==> src/rtl/axis_tlast_gen_pkg.sv <==
// ---------------------------------------------------------------------------
// tiny_dnn_axis_pkg
// Shared types for the accelerator result-stream TLAST generator.
//   state_t    : packet sequencer states (IDLE, RUN, DRAIN)
//   DATA_W_DEF : default stream data width (two 32-bit results per beat)
//   CNT_W_DEF  : default width of the beat-length / beat-counter fields
//   beat_t     : one skid-buffer entry {data, strb, last} at default widths
// ---------------------------------------------------------------------------
package tiny_dnn_axis_pkg;

  localparam int DATA_W_DEF = 64;
  localparam int CNT_W_DEF  = 16;

  typedef enum logic [1:0] {
    IDLE  = 2'd0,
    RUN   = 2'd1,
    DRAIN = 2'd2
  } state_t;

  typedef struct packed {
    logic [DATA_W_DEF-1:0]   data;
    logic [DATA_W_DEF/8-1:0] strb;
    logic                    last;
  } beat_t;

endpackage

==> src/rtl/axis_tlast_gen_if.sv <==
// ---------------------------------------------------------------------------
// axis_if
// AXI4-Stream bundle used on both sides of axis_tlast_gen.
//   tvalid / tready : handshake
//   tdata  [DATA_W]   : payload
//   tstrb  [DATA_W/8] : byte strobes
//   tlast             : end of packet (unused by the upstream accelerator)
// Modports:
//   master : drives valid/data/strb/last, samples ready
//   slave  : samples valid/data/strb/last, drives ready
// ---------------------------------------------------------------------------
import tiny_dnn_axis_pkg::*;

interface axis_if #(
  parameter int DATA_W = DATA_W_DEF
) ();

  logic                  tvalid;
  logic                  tready;
  logic [DATA_W-1:0]     tdata;
  logic [DATA_W/8-1:0]   tstrb;
  logic                  tlast;

  modport master (
    output tvalid,
    output tdata,
    output tstrb,
    output tlast,
    input  tready
  );

  modport slave (
    input  tvalid,
    input  tdata,
    input  tstrb,
    input  tlast,
    output tready
  );

endinterface

==> src/rtl/axis_tlast_gen_skid2.sv <==
// ---------------------------------------------------------------------------
// axis_skid2
// Generic 2-entry valid/ready FIFO carrying an entry of type T.
//   clk, rst_n        : clock, asynchronous active-low reset
//   s_valid / s_ready : write side; s_ready is a register (not full)
//   s_data            : entry written on s_valid & s_ready
//   m_valid / m_ready : read side; head entry presented on m_data
// One cycle from write to m_valid. With m_ready held high the FIFO sits at
// one entry and sustains one transfer per cycle. The head entry only changes
// on a pop, so m_data is stable while m_valid=1 and m_ready=0.
// ---------------------------------------------------------------------------
import tiny_dnn_axis_pkg::*;

module axis_skid2 #(
  parameter type T = beat_t
) (
  input  logic clk,
  input  logic rst_n,
  input  logic s_valid,
  output logic s_ready,
  input  T     s_data,
  output logic m_valid,
  input  logic m_ready,
  output T     m_data
);

  logic [1:0] cnt_reg, cnt_next;
  logic       wr_ptr_reg, rd_ptr_reg;
  logic       s_ready_reg;
  logic       push, pop;

  assign push    = s_valid & s_ready_reg;
  assign pop     = m_valid & m_ready;
  assign s_ready = s_ready_reg;
  assign m_valid = (cnt_reg != 2'd0);

  always_comb begin
    cnt_next = cnt_reg;
    case ({push, pop})
      2'b10:   cnt_next = cnt_reg + 2'd1;
      2'b01:   cnt_next = cnt_reg - 2'd1;
      default: cnt_next = cnt_reg;
    endcase
  end

  // Ready is computed from the post-update occupancy so a freed slot is
  // advertised on the very next cycle and full-rate streaming has no bubble.
  always_ff @(posedge clk or negedge rst_n) begin
    if (!rst_n) begin
      cnt_reg     <= 2'd0;
      wr_ptr_reg  <= 1'b0;
      rd_ptr_reg  <= 1'b0;
      s_ready_reg <= 1'b0;
    end else begin
      cnt_reg     <= cnt_next;
      s_ready_reg <= (cnt_next != 2'd2);
      if (push) wr_ptr_reg <= ~wr_ptr_reg;
      if (pop)  rd_ptr_reg <= ~rd_ptr_reg;
    end
  end

  genvar gi;
  generate
    for (gi = 0; gi < 2; gi++) begin : g_entry
      T entry_reg;
      always_ff @(posedge clk or negedge rst_n) begin
        if (!rst_n) begin
          entry_reg <= '0;
        end else if (push && (wr_ptr_reg == 1'(gi))) begin
          entry_reg <= s_data;
        end
      end
    end
  endgenerate

  assign m_data = rd_ptr_reg ? g_entry[1].entry_reg : g_entry[0].entry_reg;

endmodule

==> src/rtl/axis_tlast_gen.sv <==
// ---------------------------------------------------------------------------
// axis_tlast_gen
// Counts accelerator result beats against a programmed length and tags the
// final beat with TLAST for the DMA S2MM port. Backpressure is decoupled by
// a 2-entry skid buffer (axis_skid2).
//   AXIS_ACLK, AXIS_ARESETN : clock, asynchronous active-low reset
//   start, len              : arm a packet of len beats (len sampled on start)
//   busy                    : accepted start until the TLAST beat has left
//   done                    : one-cycle pulse after the TLAST handshake, or
//                             the cycle after a start with len==0
//   S_AXIS (slave)          : upstream results, no TLAST
//   M_AXIS (master)         : downstream to DMA, with TLAST
//   stall_cnt               : cycles with M valid and not ready
// Build option: define TLAST_GEN_STALL_CNT_EN to generate the saturating
// stall counter; otherwise stall_cnt is tied to zero.
// ---------------------------------------------------------------------------
import tiny_dnn_axis_pkg::*;

module axis_tlast_gen #(
  parameter int DATA_W = DATA_W_DEF,
  parameter int CNT_W  = CNT_W_DEF
) (
  input  logic             AXIS_ACLK,
  input  logic             AXIS_ARESETN,
  input  logic             start,
  input  logic [CNT_W-1:0] len,
  output logic             busy,
  output logic             done,
  axis_if.slave            S_AXIS,
  axis_if.master           M_AXIS,
  output logic [31:0]      stall_cnt
);

  // Entry layout matches beat_t but follows this instance's DATA_W.
  typedef struct packed {
    logic [DATA_W-1:0]   data;
    logic [DATA_W/8-1:0] strb;
    logic                last;
  } entry_t;

  state_t           state_reg, state_next;
  logic [CNT_W-1:0] len_reg, len_next;
  logic [CNT_W-1:0] in_cnt_reg, in_cnt_next;
  logic             tready_reg, tready_next;
  logic             busy_reg, busy_next;
  logic             done_reg, done_next;

  logic             skid_s_ready;
  logic             skid_m_valid;
  entry_t           push_entry;
  entry_t           head_entry;
  logic             s_hs;
  logic             m_hs;
  logic             last_beat;

  // Both terms are flops, so upstream ready has no combinational path
  // from any input.
  assign S_AXIS.tready = tready_reg & skid_s_ready;
  assign s_hs          = S_AXIS.tvalid & S_AXIS.tready;
  assign m_hs          = M_AXIS.tvalid & M_AXIS.tready;

  // len_reg is non-zero whenever a push can happen, so len_reg-1 never wraps.
  assign last_beat = (in_cnt_reg == (len_reg - CNT_W'(1)));

  always_comb begin
    push_entry      = '0;
    push_entry.data = S_AXIS.tdata;
    push_entry.strb = S_AXIS.tstrb;
    push_entry.last = last_beat;
  end

  axis_skid2 #(
    .T(entry_t)
  ) u_skid (
    .clk     (AXIS_ACLK),
    .rst_n   (AXIS_ARESETN),
    .s_valid (S_AXIS.tvalid & tready_reg),
    .s_ready (skid_s_ready),
    .s_data  (push_entry),
    .m_valid (skid_m_valid),
    .m_ready (M_AXIS.tready),
    .m_data  (head_entry)
  );

  assign M_AXIS.tvalid = skid_m_valid;
  assign M_AXIS.tdata  = head_entry.data;
  assign M_AXIS.tstrb  = head_entry.strb;
  assign M_AXIS.tlast  = head_entry.last;

  assign busy = busy_reg;
  assign done = done_reg;

  always_comb begin
    state_next  = state_reg;
    len_next    = len_reg;
    in_cnt_next = in_cnt_reg;
    busy_next   = busy_reg;
    done_next   = 1'b0;
    case (state_reg)
      IDLE: begin
        if (start) begin
          if (len != '0) begin
            len_next    = len;
            in_cnt_next = '0;
            busy_next   = 1'b1;
            state_next  = RUN;
          end else begin
            done_next = 1'b1;
          end
        end
      end
      RUN: begin
        if (s_hs) begin
          in_cnt_next = in_cnt_reg + CNT_W'(1);
          if (last_beat) state_next = DRAIN;
        end
      end
      DRAIN: begin
        // Only the tagged beat carries last; once it leaves the buffer is empty.
        if (m_hs && M_AXIS.tlast) begin
          state_next = IDLE;
          busy_next  = 1'b0;
          done_next  = 1'b1;
        end
      end
      default: begin
        state_next = IDLE;
        busy_next  = 1'b0;
      end
    endcase
    tready_next = (state_next == RUN) && (in_cnt_next != len_next);
  end

  always_ff @(posedge AXIS_ACLK or negedge AXIS_ARESETN) begin
    if (!AXIS_ARESETN) begin
      state_reg  <= IDLE;
      len_reg    <= '0;
      in_cnt_reg <= '0;
      tready_reg <= 1'b0;
      busy_reg   <= 1'b0;
      done_reg   <= 1'b0;
    end else begin
      state_reg  <= state_next;
      len_reg    <= len_next;
      in_cnt_reg <= in_cnt_next;
      tready_reg <= tready_next;
      busy_reg   <= busy_next;
      done_reg   <= done_next;
    end
  end

`ifdef TLAST_GEN_STALL_CNT_EN
  logic [31:0] stall_cnt_reg;
  logic        start_accept;

  assign start_accept = start & (state_reg == IDLE);

  always_ff @(posedge AXIS_ACLK or negedge AXIS_ARESETN) begin
    if (!AXIS_ARESETN) begin
      stall_cnt_reg <= 32'd0;
    end else if (start_accept) begin
      stall_cnt_reg <= 32'd0;
    end else if (M_AXIS.tvalid && !M_AXIS.tready && (stall_cnt_reg != 32'hFFFF_FFFF)) begin
      stall_cnt_reg <= stall_cnt_reg + 32'd1;
    end
  end

  assign stall_cnt = stall_cnt_reg;
`else
  assign stall_cnt = 32'd0;
`endif

endmodule

==> src/flat_wrapper.sv <==
// flat-port wrapper written by rule: the top's interface ports become plain ports
module axis_tlast_gen_flat 
#(
  parameter int DATA_W = DATA_W_DEF,
  parameter int CNT_W  = CNT_W_DEF
)
  (AXIS_ACLK, AXIS_ARESETN, start, len, busy, done, stall_cnt, S_AXIS_tvalid, S_AXIS_tdata, S_AXIS_tstrb, S_AXIS_tlast, S_AXIS_tready, M_AXIS_tvalid, M_AXIS_tdata, M_AXIS_tstrb, M_AXIS_tlast, M_AXIS_tready);
  axis_if #(.DATA_W(DATA_W)) S_AXIS_i ();
  axis_if #(.DATA_W(DATA_W)) M_AXIS_i ();
  input  logic AXIS_ACLK;
  input  logic AXIS_ARESETN;
  input  logic start;
  input  logic [CNT_W-1:0] len;
  output logic busy;
  output logic done;
  output logic [31:0] stall_cnt;
  input wire logic [$bits(S_AXIS_i.tvalid)-1:0] S_AXIS_tvalid;
  input wire logic [$bits(S_AXIS_i.tdata)-1:0] S_AXIS_tdata;
  input wire logic [$bits(S_AXIS_i.tstrb)-1:0] S_AXIS_tstrb;
  input wire logic [$bits(S_AXIS_i.tlast)-1:0] S_AXIS_tlast;
  output wire logic [$bits(S_AXIS_i.tready)-1:0] S_AXIS_tready;
  output wire logic [$bits(M_AXIS_i.tvalid)-1:0] M_AXIS_tvalid;
  output wire logic [$bits(M_AXIS_i.tdata)-1:0] M_AXIS_tdata;
  output wire logic [$bits(M_AXIS_i.tstrb)-1:0] M_AXIS_tstrb;
  output wire logic [$bits(M_AXIS_i.tlast)-1:0] M_AXIS_tlast;
  input wire logic [$bits(M_AXIS_i.tready)-1:0] M_AXIS_tready;
  assign S_AXIS_i.tvalid = S_AXIS_tvalid;
  assign S_AXIS_i.tdata = S_AXIS_tdata;
  assign S_AXIS_i.tstrb = S_AXIS_tstrb;
  assign S_AXIS_i.tlast = S_AXIS_tlast;
  assign S_AXIS_tready = S_AXIS_i.tready;
  assign M_AXIS_tvalid = M_AXIS_i.tvalid;
  assign M_AXIS_tdata = M_AXIS_i.tdata;
  assign M_AXIS_tstrb = M_AXIS_i.tstrb;
  assign M_AXIS_tlast = M_AXIS_i.tlast;
  assign M_AXIS_i.tready = M_AXIS_tready;
  axis_tlast_gen #(.DATA_W(DATA_W), .CNT_W(CNT_W)) u_core (.AXIS_ACLK(AXIS_ACLK), .AXIS_ARESETN(AXIS_ARESETN), .start(start), .len(len), .busy(busy), .done(done), .S_AXIS(S_AXIS_i), .M_AXIS(M_AXIS_i), .stall_cnt(stall_cnt));
endmodule
==> config.mk <==
export PLATFORM = sky130hd
export DESIGN_NAME = axis_tlast_gen_flat
export DESIGN_NICKNAME = d
export VERILOG_FILES = /design/src/rtl/axis_tlast_gen_pkg.sv /design/src/rtl/axis_tlast_gen_if.sv /design/src/rtl/axis_tlast_gen_skid2.sv /design/src/rtl/axis_tlast_gen.sv /design/src/flat_wrapper.sv
export SDC_FILE = /design/constraint.sdc
export NUM_CORES = 1
export LEC_CHECK = 0
export CORE_MARGIN = 10
export CORE_UTILIZATION = 57
export CTS_BUF_LIST = sky130_fd_sc_hd__clkbuf_2
export DETAILED_ROUTE_END_ITERATION = 8
export GPL_TIMING_DRIVEN = 0
export HOLD_SLACK_MARGIN = 0.03
export PLACE_DENSITY = 0.88
export SLEW_MARGIN = 30
export SYNTH_ARGS = -nofsm -noshare
export SYNTH_HDL_FRONTEND = slang
export SYNTH_SLANG_ARGS = --single-unit
==> constraint.sdc <==
create_clock -name AXIS_ACLK -period 4.1 [get_ports AXIS_ACLK]
set_input_delay 0.82 -clock AXIS_ACLK [delete_from_list [all_inputs] [get_ports AXIS_ACLK]]
set_output_delay 0.82 -clock AXIS_ACLK [all_outputs]
set_load 0.05 [all_outputs]
==> impl_results.md <==
* Port-buffer cells at 169
* Root Driver: clkbuf_2
* Via-to-Cell Ratio at 5.40
* Share of cells above drive strength 1 at 32.6%
* WL/cell at 18.8 microns
* Max clock buf depth at 2
* RSZ-0062 raised after global routing: false
* CP endpoint kind: output port
* Yosys top cell area share at 49.7%
* Core Region at 16500 sq um
* TritonCTS Sinks at 188
* Pre-antenna DRT Iters at 5
* Top post-synthesis cells by count: 219 x mux2_2, 188 x dfrtp_1, 58 x nand2_1
* Critical Path Start: u_core.u_skid.rd_ptr_reg
* Tmin final at 3.89 ns
* Layout Nets at 1089
* WP buf/inv at 3
* Area after DPL at 11600 sq um
* GRT Overall Usage at 21.0%
* Final Non-Filler Cells at 1226
* Outcome: finished, final reports clean
* Final ANT Viol Nets at 0
* Leak Pwr at 0.00507 uW
* Synth Instances at 770
* Crit Reg-Reg Startpoint: u_core.len_reg[1]
* HPWL after detailed placement at 17700 microns
* Number of global-route vias before repair at 6952
* Site Rows at 47
* Pre-CTS WS at 0.564 ns
* Sequential cell area fraction in the yosys report at 49.7%
* Required time of the worst setup path at 3.28 ns
* Placed insts at 1192
* Skew final at 0.0379 ns
* Num CTS Buffers at 17
* Via Count at 6617
* CP peak stage delay at 0.71 ns
* EDFF count, synth at 0
* Global-route wire length before repair at 37100 microns
* Sequential Area at 4700 sq um
* CTS tree: done
* Largest fanout on the critical path at 10
* Yosys reg bits at 188
* Final Setup Violations at 0
* Initial antenna violation count at 1
* Worst slew pin tran at 0.695 ns
* Final worst setup slack at 0.208 ns
* Avg Cell Area, Syn at 12.3 sq um
* Die area at 22200 sq um
* Area of the multi-input gates at 4390 sq um
* Worst-path clk slew at 0.29 ns
* Critical path arrival at 3.07 ns
* Die height at 149 microns
* Synth area leader: dfrtp_1
* Gpl congestion at 0.911
* Clk_lat worst skew at 0.78 ns
* Top cells by area, synth: dfrtp_1 50%, mux2_2 26%, buf_4 2.9%
* # fillers at 1167
* DRC viols at 0
* Largest net degree at the start of global routing at 89
* CP Class: reg2out
* R2R depth at 9
* Maxcap violations at 0
* Clock H-tree levels at 4
* Ys Warns at 0
* Most numerous cell in the Yosys netlist: mux2_2
* Area growth from synthesis to layout at 25.5%
* Slowest cell on crit path: clkdlybuf4s50_1
* Fmax achieved at 257 MHz
* Cell Pwr Density at 903 nW/um^2
* Die W at 149 microns
* Final hold vios at 0
* Slew HR at 53.7%
* Cell area after synthesis at 9470 sq um
* Slew Viols, Final at 0
* Crit start category: register
* Final Cell Area at 11900 sq um
* Most used DFF post-synth: dfrtp_1
* Post-CTS Setup Bufs at 0
* CP cell instances: clkbuf_2 -> clkbuf_1 -> mux2_2 -> clkdlybuf4s50_1
* Delay-heaviest family, CP: buffers and inverters
* Final period util at 94.9%
* Initial Util at 57.5%
* Routed WL at 23100 microns
* I/O pin cnt at 203
* Synth async-reset ratio at 100%
* Max reg flops at 146
* Detailed Route Iter0 Violations at 369
* VDD IR-drop max at 0.739 mV
* Hold Crit Class: in2async
* WP depth at 4
* GR Overflow Total at 0
* Distinct cells, synth at 65
## repair_timing
item	in CTS	in global routing
gates resized for setup	3	8
hold buffers	1	0
hold endpoints to repair	39	0
setup endpoints to repair	69	40
## final timing paths
kind / slack [ns] / end
min in group AXIS_ACLK: 0.51 / u_core.u_skid.cnt_reg[1]
worst min-delay path: 0.45 / u_core.len_reg[8]
worst min register to register: 0.51 / u_core.u_skid.cnt_reg[1]
worst max-delay path: 0.21 / M_AXIS_tdata[13]
worst max register to register: 1.35 / u_core.state_reg[1]
max in group asynchronous: 2.87 / u_core.u_skid.g_entry[1].entry_reg[23]
## cells in the final DEF (no fill, tap or decap), drive strengths merged, types with 4 or more instances in the layout
master and n:
a21oi 9, and2 6, and3 7, buf 49, clkbuf 49, clkdlybuf4s50 168
clkinv 4, conb 32, dfrtp 188, inv 16, mux2 220, nand2 58
nand2b 4, nand3 12, nand4 10, nor2 24, nor3 12, nor4 10
o21ai 19, or4 8, xnor2 28, xor2 21
## through the flow
| stage | power, uW | util, % | TNS, ns | hold slack [ns] |
|---|---|---|---|---|
| final | 10700 | 72.2 | 0 | 0.449 |
| after global routing | 11300 | 72.2 | 0 | 0.421 |
| after CTS | 10800 | 72.2 | 0 | 0.422 |
| after detailed placement | 9800 | 70.6 | 0 | 0.475 |
| after global placement | 9640 | 70.2 | -1037.33 | 0.467 |
| after floorplan | 7840 | - | 0 | 0.450 |
## layout make-up
cell class / instances / share of cell area (%)
plain buffers: 76 / 3.92
clock inverters: 12 / 1.32
flip-flops and latches: 188 / 39.6
repair buffers: 172 / 14.8
well taps: 220 / 2.31
clock buffers: 19 / 0.800
inverters: 10 / 0.316
multi-input cells: 527 / 36.9
diodes: 2 / 0.0421
## report_power, final
part | total [uW] | internal [uW] | switching [uW] | leakage [uW]
logic | 6580 | 2720 | 3860 | 0.00266
registers | 3170 | 2700 | 470 | 0.00225
clock network | 979 | 305 | 674 | 0.000156
## kinds of logic (layout without fill, tap and decap cells)
group           count (synthesis)  after routing  synth area share [%]
compound gates                 53             53                  3.79
xor+xnor                       49             49                  4.53
fa+ha+maj                       3              3                 0.396
buf+inv                        86            289                  5.23
flops                         188            188                  49.7
mux                           223            223                  26.5
other cells                     1             34                0.0396
simple gates                  167            167                  9.89
## layer usage
layer  GRT usage [%]  wire (microns)
met4            6.87             548
met2            34.7           11300
met5               0               0
met3            8.25            2080
met1            24.5            9140
Power figures use the tool's default switching activity.
